File: src/rtl/sram_scan_ctrl.sv
// Serial scan-chain front end for one or two SRAM macros: a frame is shifted in on gpio_in, fired with gpio_global_csb.
// Read data is folded back into the frame on load. Macro strobes are one cycle behind the sampled access strobe; there is no backpressure.
module sram_scan_ctrl #(
   parameter int SEL_W     = 4,
   parameter int ADDR_W    = 16,
   parameter int DATA_W    = 32,
   parameter int WMASK_W   = 4,
   parameter int NUM_PORTS = 2
) (
   input  logic               gpio_clk,
   input  logic               gpio_resetn,
   input  logic               gpio_scan,
   input  logic               gpio_sram_load,
   input  logic               gpio_global_csb,
   input  logic               gpio_in,
   output logic               gpio_out,
   output logic [SEL_W-1:0]   sel,
   output logic               csb_0,
   output logic               web_0,
   output logic [WMASK_W-1:0] wmask_0,
   output logic [ADDR_W-1:0]  addr_0,
   output logic [DATA_W-1:0]  din_0,
   input  logic [DATA_W-1:0]  dout_0,
   output logic               csb_1,
   output logic               web_1,
   output logic [WMASK_W-1:0] wmask_1,
   output logic [ADDR_W-1:0]  addr_1,
   output logic [DATA_W-1:0]  din_1,
   input  logic [DATA_W-1:0]  dout_1,
   output logic               frame_err,
   output logic               busy
);

   localparam int PORT_W  = ADDR_W + DATA_W + 2 + WMASK_W;
   localparam int FRAME_W = SEL_W + NUM_PORTS * PORT_W;
   localparam int CNT_W   = $clog2(FRAME_W);

   typedef enum logic [2:0] {IDLE, SHIFT, ARMED, ACCESS, CAPTURE} state_t;

   state_t               state_q;
   logic [FRAME_W-1:0]   scan_q;
   logic [FRAME_W-1:0]   frame_q;
   logic [FRAME_W-1:0]   scan_ld_d;
   logic [CNT_W-1:0]     cnt_q;
   logic [CNT_W-1:0]     cnt_d;
   logic [DATA_W-1:0]    dout_q [2];
   logic [DATA_W-1:0]    dout_in [2];
   logic [1:0]           csb_q;
   logic                 err_q;

   logic [ADDR_W-1:0]    f_addr  [2];
   logic [DATA_W-1:0]    f_din   [2];
   logic [WMASK_W-1:0]   f_wmask [2];
   logic [1:0]           f_csb;
   logic [1:0]           f_web;
   logic [1:0]           rd;

   assign dout_in[0] = dout_0;
   assign dout_in[1] = dout_1;

   // Fields decode from the frame latched on entry to ARMED, so scanning during an access cannot disturb the macro pins.
   for (genvar p = 0; p < 2; p++) begin : g_port
      if (p < NUM_PORTS) begin : g_on
         localparam int PB = (NUM_PORTS - 1 - p) * PORT_W;
         assign f_addr[p]  = frame_q[PB+PORT_W-1 -: ADDR_W];
         assign f_din[p]   = frame_q[PB+WMASK_W+2 +: DATA_W];
         assign f_csb[p]   = frame_q[PB+WMASK_W+1];
         assign f_web[p]   = frame_q[PB+WMASK_W];
         assign f_wmask[p] = frame_q[PB +: WMASK_W];
      end else begin : g_off
         assign f_addr[p]  = '0;
         assign f_din[p]   = '0;
         assign f_csb[p]   = 1'b1;
         assign f_web[p]   = 1'b1;
         assign f_wmask[p] = '0;
      end
   end

   assign rd = ~f_csb & f_web;

   always_comb begin
      scan_ld_d = scan_q;
      for (int p = 0; p < NUM_PORTS; p++) begin
         if (rd[p]) begin
            scan_ld_d[(NUM_PORTS-1-p)*PORT_W+WMASK_W+2 +: DATA_W] = dout_q[p];
         end
      end
   end

   assign cnt_d = (cnt_q == CNT_W'(FRAME_W - 1)) ? '0 : cnt_q + 1'b1;

   always_ff @(posedge gpio_clk or negedge gpio_resetn) begin
      if (!gpio_resetn) begin
         state_q   <= IDLE;
         scan_q    <= '0;
         frame_q   <= '0;
         cnt_q     <= '0;
         dout_q[0] <= '0;
         dout_q[1] <= '0;
         csb_q     <= '1;
         err_q     <= 1'b0;
      end else begin
         // Load outranks scan: a load cycle never shifts.
         if (gpio_sram_load) begin
            cnt_q <= '0;
            if (state_q == CAPTURE) scan_q <= scan_ld_d;
         end else if (gpio_scan) begin
            scan_q <= {scan_q[FRAME_W-2:0], gpio_in};
            cnt_q  <= cnt_d;
         end

         csb_q <= '1;
         case (state_q)
            IDLE: begin
               if (!gpio_sram_load && gpio_scan) state_q <= SHIFT;
            end
            SHIFT: begin
               if (!gpio_scan) begin
                  if (cnt_q == '0 && !err_q) begin
                     state_q <= ARMED;
                     frame_q <= scan_q;
                  end else begin
                     state_q <= IDLE;
                     if (cnt_q != '0) err_q <= 1'b1;
                  end
               end
            end
            ARMED: begin
               if (gpio_sram_load) begin
                  state_q <= IDLE;
               end else if (gpio_scan) begin
                  state_q <= SHIFT;
               end else if (!gpio_global_csb) begin
                  state_q <= ACCESS;
                  csb_q   <= f_csb;
               end
            end
            ACCESS: begin
               if (gpio_global_csb) begin
                  state_q <= CAPTURE;
                  for (int p = 0; p < 2; p++) begin
                     if (rd[p]) dout_q[p] <= dout_in[p];
                  end
               end else begin
                  csb_q <= f_csb;
               end
            end
            CAPTURE: begin
               if (gpio_sram_load) begin
                  state_q <= IDLE;
               end else if (gpio_scan) begin
                  state_q <= SHIFT;
               end
            end
            default: state_q <= IDLE;
         endcase
      end
   end

   assign gpio_out  = scan_q[FRAME_W-1];
   assign sel       = frame_q[FRAME_W-1 -: SEL_W];
   assign csb_0     = csb_q[0];
   assign web_0     = f_web[0];
   assign wmask_0   = f_wmask[0];
   assign addr_0    = f_addr[0];
   assign din_0     = f_din[0];
   assign csb_1     = csb_q[1];
   assign web_1     = f_web[1];
   assign wmask_1   = f_wmask[1];
   assign addr_1    = f_addr[1];
   assign din_1     = f_din[1];
   assign frame_err = err_q;
   assign busy      = (state_q != IDLE);

endmodule

File: config.mk
export PLATFORM = sky130hd
export DESIGN_NAME = sram_scan_ctrl
export DESIGN_NICKNAME = d
export VERILOG_FILES = /design/src/rtl/sram_scan_ctrl.sv
export SDC_FILE = /design/constraint.sdc
export NUM_CORES = 1
export LEC_CHECK = 0
export ABC_AREA = 1
export BUFFER_PORTS_ARGS = -buffer_cell sky130_fd_sc_hd__buf_2
export CAP_MARGIN = 10
export CORE_MARGIN = 10
export CORE_UTILIZATION = 40
export CTS_CLUSTER_SIZE = 8
export DETAILED_ROUTE_END_ITERATION = 12
export PLACE_DENSITY = 0.63
export SLEW_MARGIN = 30
export SYNTH_ARGS = -nofsm -noshare
export SYNTH_HDL_FRONTEND = slang
export SYNTH_SLANG_ARGS = --single-unit
File: constraint.sdc
create_clock -name gpio_clk -period 1.5 [get_ports gpio_clk]
set_clock_uncertainty 0.05 [all_clocks]
set_input_delay 0.3 -clock gpio_clk [delete_from_list [all_inputs] [get_ports gpio_clk]]
set_output_delay 0.3 -clock gpio_clk [all_outputs]
set_load 0.02 [all_outputs]
; ---- Word level (Yosys, flattened, before mapping)
; Cells that the tools add are included.
; Widths: inputs -> output; s select.
[classes]
div = 0
add_sub_neg = 1
n_lt_le_gt_ge = 0
n_eq_ne = 13
bitwise_logic = 5
reduce_logical = 17
muxes = 22
n_shift = 0
multipliers = 0
[ops]
columns = operator, n
row1 = $mux 112, 2
row2 = $mux 92, 1
row3 = $mux 32, 2
row4 = $mux 3, 8
row5 = $mux 7, 3
row6 = $pmux 3 s5, 1
row7 = $reduce_and 3->1, 5
row8 = $mux 2, 4
row9 = $add 7x1->7 const B, 1
row10 = $eq 7x7->1 const B, 1
row11 = $logic_not 7->1, 1
row12 = $reduce_bool 7->1, 1
row13 = $eq 3x2->1 const B, 2
row14 = $ne 2x1->1 const B, 3
row15 = $ne 2x2->1 const B, 3
row16 = $reduce_and 5->1, 1
row17 = $ne 4x4->1 const B, 1
row18 = $pmux 2 s2, 1
row19 = $reduce_and 4->1, 1
row20 = $eq 3x1->1 const B, 1
row21 = $eq 3x3->1 const B, 1
row22 = $logic_not 3->1, 1
row23 = $ne 3x3->1 const B, 1
row24 = $not 1->1, 3
row25 = 7 further kinds, 9
[word_totals]
mem_count = 0
mem_bits_ro = 0
inputBits = 70
out_inout_bits = 115
ramBits = 0
register_bits = 301
latchBits = 0

; ---- Logic depth before layout (Yosys ltp)
[depth]
ltp_word = 5
depth_mapped = 11
ltp_nobuf = 9

; ---- Worst setup path before layout
; No wires, ideal clock.
[synth_path]
path_type = register -> register
from = reg cnt_q[0]
to = reg frame_q[58]
arrival_time_ps = 1364
setup_time_ps = 117
period_less_slack_ps = 1531
n_path_buf = 2
setup_slack_ps = -31
path_stages_with_launch = 12
cell_sequence = dfrtp_1 -> inv_1 -> ha_1 -> nand3_1 -> nor2_1 -> nand2_1 -> inv_2 -> nand2_2 -> buf_6 -> buf_2 -> nand2_1 -> nand2_1
[synth_between]
elab_chain_cells = 3
[synth_lines]
columns = item, line_no
row1 = start: declaration, 44  ; logic [CNT_W-1:0] cnt_q;
row2 = start signal: assignment, 109  ; cnt_q <= cnt_d;
row3 = $logic_not 7->1, 119  ; if (cnt_q == '0 && !err_q) begin
row4 = $logic_and 1x1->1, 119
row5 = $reduce_and 3->1 (no source line), --
row6 = end signal: assignment, 121  ; frame_q <= scan_q;
row7 = end: declaration, 42  ; logic [FRAME_W-1:0] frame_q;
; Every way passes these cells.
; A chain may end at the register's enable or synchronous reset.

; ---- Worst setup path after layout
[layout_path]
from = reg state_q[0]
to = out busy
[layout_between]
elab_chain_cells = 1
[layout_lines]
columns = item, line_no
row1 = start: declaration, 40  ; state_t state_q;
row2 = start signal: assignment, 94  ; state_q <= IDLE;
row3 = start signal: assignment, 115  ; if (!gpio_sram_load && gpio_scan) state_q <= SHIFT;
row4 = start signal: assignment, 120  ; state_q <= ARMED;
row5 = $reduce_bool 3->1, 173  ; assign busy = (state_q != IDLE);
row6 = end: declaration, 31  ; output logic busy
; Every way passes these cells.

==> impl_results.md <==
* IO Port Bufs at 184
* Worst R2R Start: state_q[0]
* Post-DP Area at 14,400 um^2
* Pleak at 10.1 nW
* Most common cell after layout, fill and taps aside: nand2_1
* Cell area after synthesis at 13,300 um^2
* H-tree levels at 2
* Buf/Inv on CP at 2
* Final total power at 19.3 mW
* Initial DRT Pass Iterations at 7
* Crit path capture: busy
* Clock Path Buffers at 3
* CP Launch Point: state_q[0]
* Syn. warnings at 0
* First-pass GRT wire length at 58,100 um
* Crit path time final at 1.77 ns
* Worst path required time at 1.15 ns
* Place WS at -0.184 ns
* Die width at 203 um
* Pin count of the biggest net entering global routing at 87
* Final Hold Fails at 0
* Hold WC Path Type: in -> reg
* Worst reg2reg endpoint: frame_q[105]
* Gr usage total at 0.172
* Most frequent cells in the layout: nand2_1, dfrtp_1, buf_2
* Mapped Cells at 1,592
* Nets at 1,919
* Levels on crit path at 4
* Unrepaired setup endpoints after global routing: yes
* Wirelength per Cell at 18.9 um
* Final worst-path cycle share at 1.18
* Slew Limit Fails at 0
* Top Ports at 185
* Max Cap Violations at 0
* Hold_ws at 0.0103 ns
* Crit end category: output pin
* Worst-Margin Slew at 0.601 ns
* Dpl hpwl at 21,300 um
* Post-synthesis average cell area at 8.38 um^2
* Critical Path Max Stage Delay at 0.41 ns
* Final core utilization at 0.598
* R2R cell count at 10
* Post-route worst setup slack at -0.274 ns
* Worst endpoint data arrival time at 1.42 ns
* Vias at 11,400
* # DRC at 0
* FF+latch count, synth at 301
* Clk Latency, worst-skew pair at 0.53 ns
* Largest cells by area after synthesis: dfrtp_1, nand2_1, buf_4
* Core Area at 32,700 um^2
* Worst-path fanout max at 4
* Finished Cell Area at 19,600 um^2
* CTS tree: built
* Placer Congestion at 0.845
* Final Non-Filler Cells at 2,309
* Die ar. at 41,100 um^2
* Initial antenna violation count at 3
* Site Rows at 66
* Reg clk slew, reported paths at 0.05 ns
* Startpoint Class: flop
* R2r setup slk at -0.24 ns
* Via density at 4.95
* Initial DRC count at 704
* Routing usage on met1 at 0.221
* Overflow after GRT at 0
* Post-Place Cells at 2,081
* Grt met2 use at 0.281
* ANT nets after route at 0
* CTS Buf Count at 43
* Seq/Total Area, Yosys at 0.565
* PD cells at 985 nW/um^2
* Dominant cell type by area after synthesis: dfrtp_1
* Yosys cell types at 27
* Sink Count at 301
* Most used routing layer: met2
* Top delay family on crit path: flip-flops
* Initial Util at 0.408
* Routed WL at 43,500 um
* Most common cell on crit path: buf_6
* Share of cells above drive strength 1 at 0.375
* Max Freq at 564 MHz
* Post-synth top area share at 0.561
* Met3 Use GR at 0.0398
* Failing checks: setup timing
* Area grow syn2layout at 46.6%
* Root Buffer: clkbuf_16
* Final Setup Violations at 247
* Critical path class: reg -> out
* Number of global-route vias before repair at 10,800
* Status: complete, but fails checks
* Post-Syn Nets at 1,664
* CP cell instances: buf_6 > nor2_4 > nand2_2 > buf_6
* Slowest library cell on the worst path: dfrtp_1
* Peak supply drop at 0.000732 V
* Rel. slew slack at 0.598
* Setup TNS at -39.30 ns
* Die height at 203 um
## how the worst min path moves through the flow
stage / from / endpoint / slack [ns] / cells after the start
3_5_place_dp: gpio_resetn / scan_q[104] / 0.13 / 1
6_report: dout_0[14] / dout_q[46] / 0.01 / 3
4_1_cts: dout_0[14] / dout_q[46] / 0.001 / 3
3_3_place_gp: gpio_resetn / scan_q[104] / 0.13 / 1
5_1_grt: dout_0[14] / dout_q[46] / 0.01 / 3
2_1_floorplan: gpio_resetn / cnt_q[0] / -0.05 / 0
## cell usage after synthesis
| master | number |
|---|---|
| a21oi_1 | 3 |
| buf_1 | 5 |
| buf_2 | 39 |
| buf_4 | 111 |
| buf_6 | 1 |
| clkbuf_1 | 35 |
| clkbuf_2 | 3 |
| dfrtp_1 | 299 |
| dfstp_2 | 2 |
| ha_1 | 2 |
| inv_1 | 143 |
| inv_2 | 5 |
| nand2_1 | 591 |
| nand2_2 | 1 |
| nand3_1 | 124 |
| nand4_1 | 5 |
| nand4_2 | 2 |
| nor2_1 | 13 |
| nor2_2 | 1 |
| nor3_1 | 2 |
| nor3_2 | 1 |
| nor4_1 | 1 |
| o21ai_0 | 166 |
| o21ai_1 | 33 |
| o22ai_1 | 2 |
| o31ai_1 | 1 |
| xor2_1 | 1 |
## area by class of cell
type,count,area [um^2]
clock buffers,61,1160
fillers,2650,13100
inverters,148,566
repair buffers,402,4120
clock inverters,3,30.0
flip-flops and latches,301,7540
diodes,1,2.50
multi-input cells,951,5590
well taps,442,553
## sequential cells by signal, summed over array words and instances (netlist names)
| register | count |
|---|---|
| cnt_q | 7 |
| frame_q | 112 |
| scan_q | 112 |
| csb_q | 2 |
| dout_q | 64 |
| frame_err | 1 |
| state_q | 3 |
## where the power goes
group          internal, mW  switching [mW]  total [mW]
Sequential             8.35           0.219        8.57
Combinational         0.885            1.01        1.89
Clock                  5.31            3.48        8.79
Total                  14.6            4.71        19.3
## cell families after synthesis
| kind of cell | synth area share |
|---|---|
| adders and majority gates | 0.00188 |
| buffers and inverters | 0.132 |
| xor gates and xnor gates | 0.000657 |
| DFF | 0.565 |
| AOI/OAI and AO/OA | 0.0773 |
| and+or+nand+nor | 0.224 |
## worst reg2reg max path, cell delays in order (launching register included)
cell and delay, ns:
dfrtp_1 0.41, buf_4 0.19, nand3_4 0.10, nor2_2 0.04
nand2_2 0.09, clkinv_4 0.11, buf_12 0.16, buf_12 0.13
clkbuf_16 0.16, nand3_1 0.10, nand2_1 0.07
## per-layer routing
layer,up-vias,wire length (um),share of wire
met1,5549,17500,0.40
met3,98,2330,0.054
met5,-,22,0.00051
li1,5424,-,-
met2,361,22100,0.51
met4,4,1550,0.036
## timing repair
item	CTS	global route
pin swaps	10	56
setup buffers	26	24
gates resized for setup	60	523
cloned	14	49
hold endpoints to repair	255	2
setup endpoints to repair	148	252
hold buffers	63	2
(Power assumes the default switching activity.)
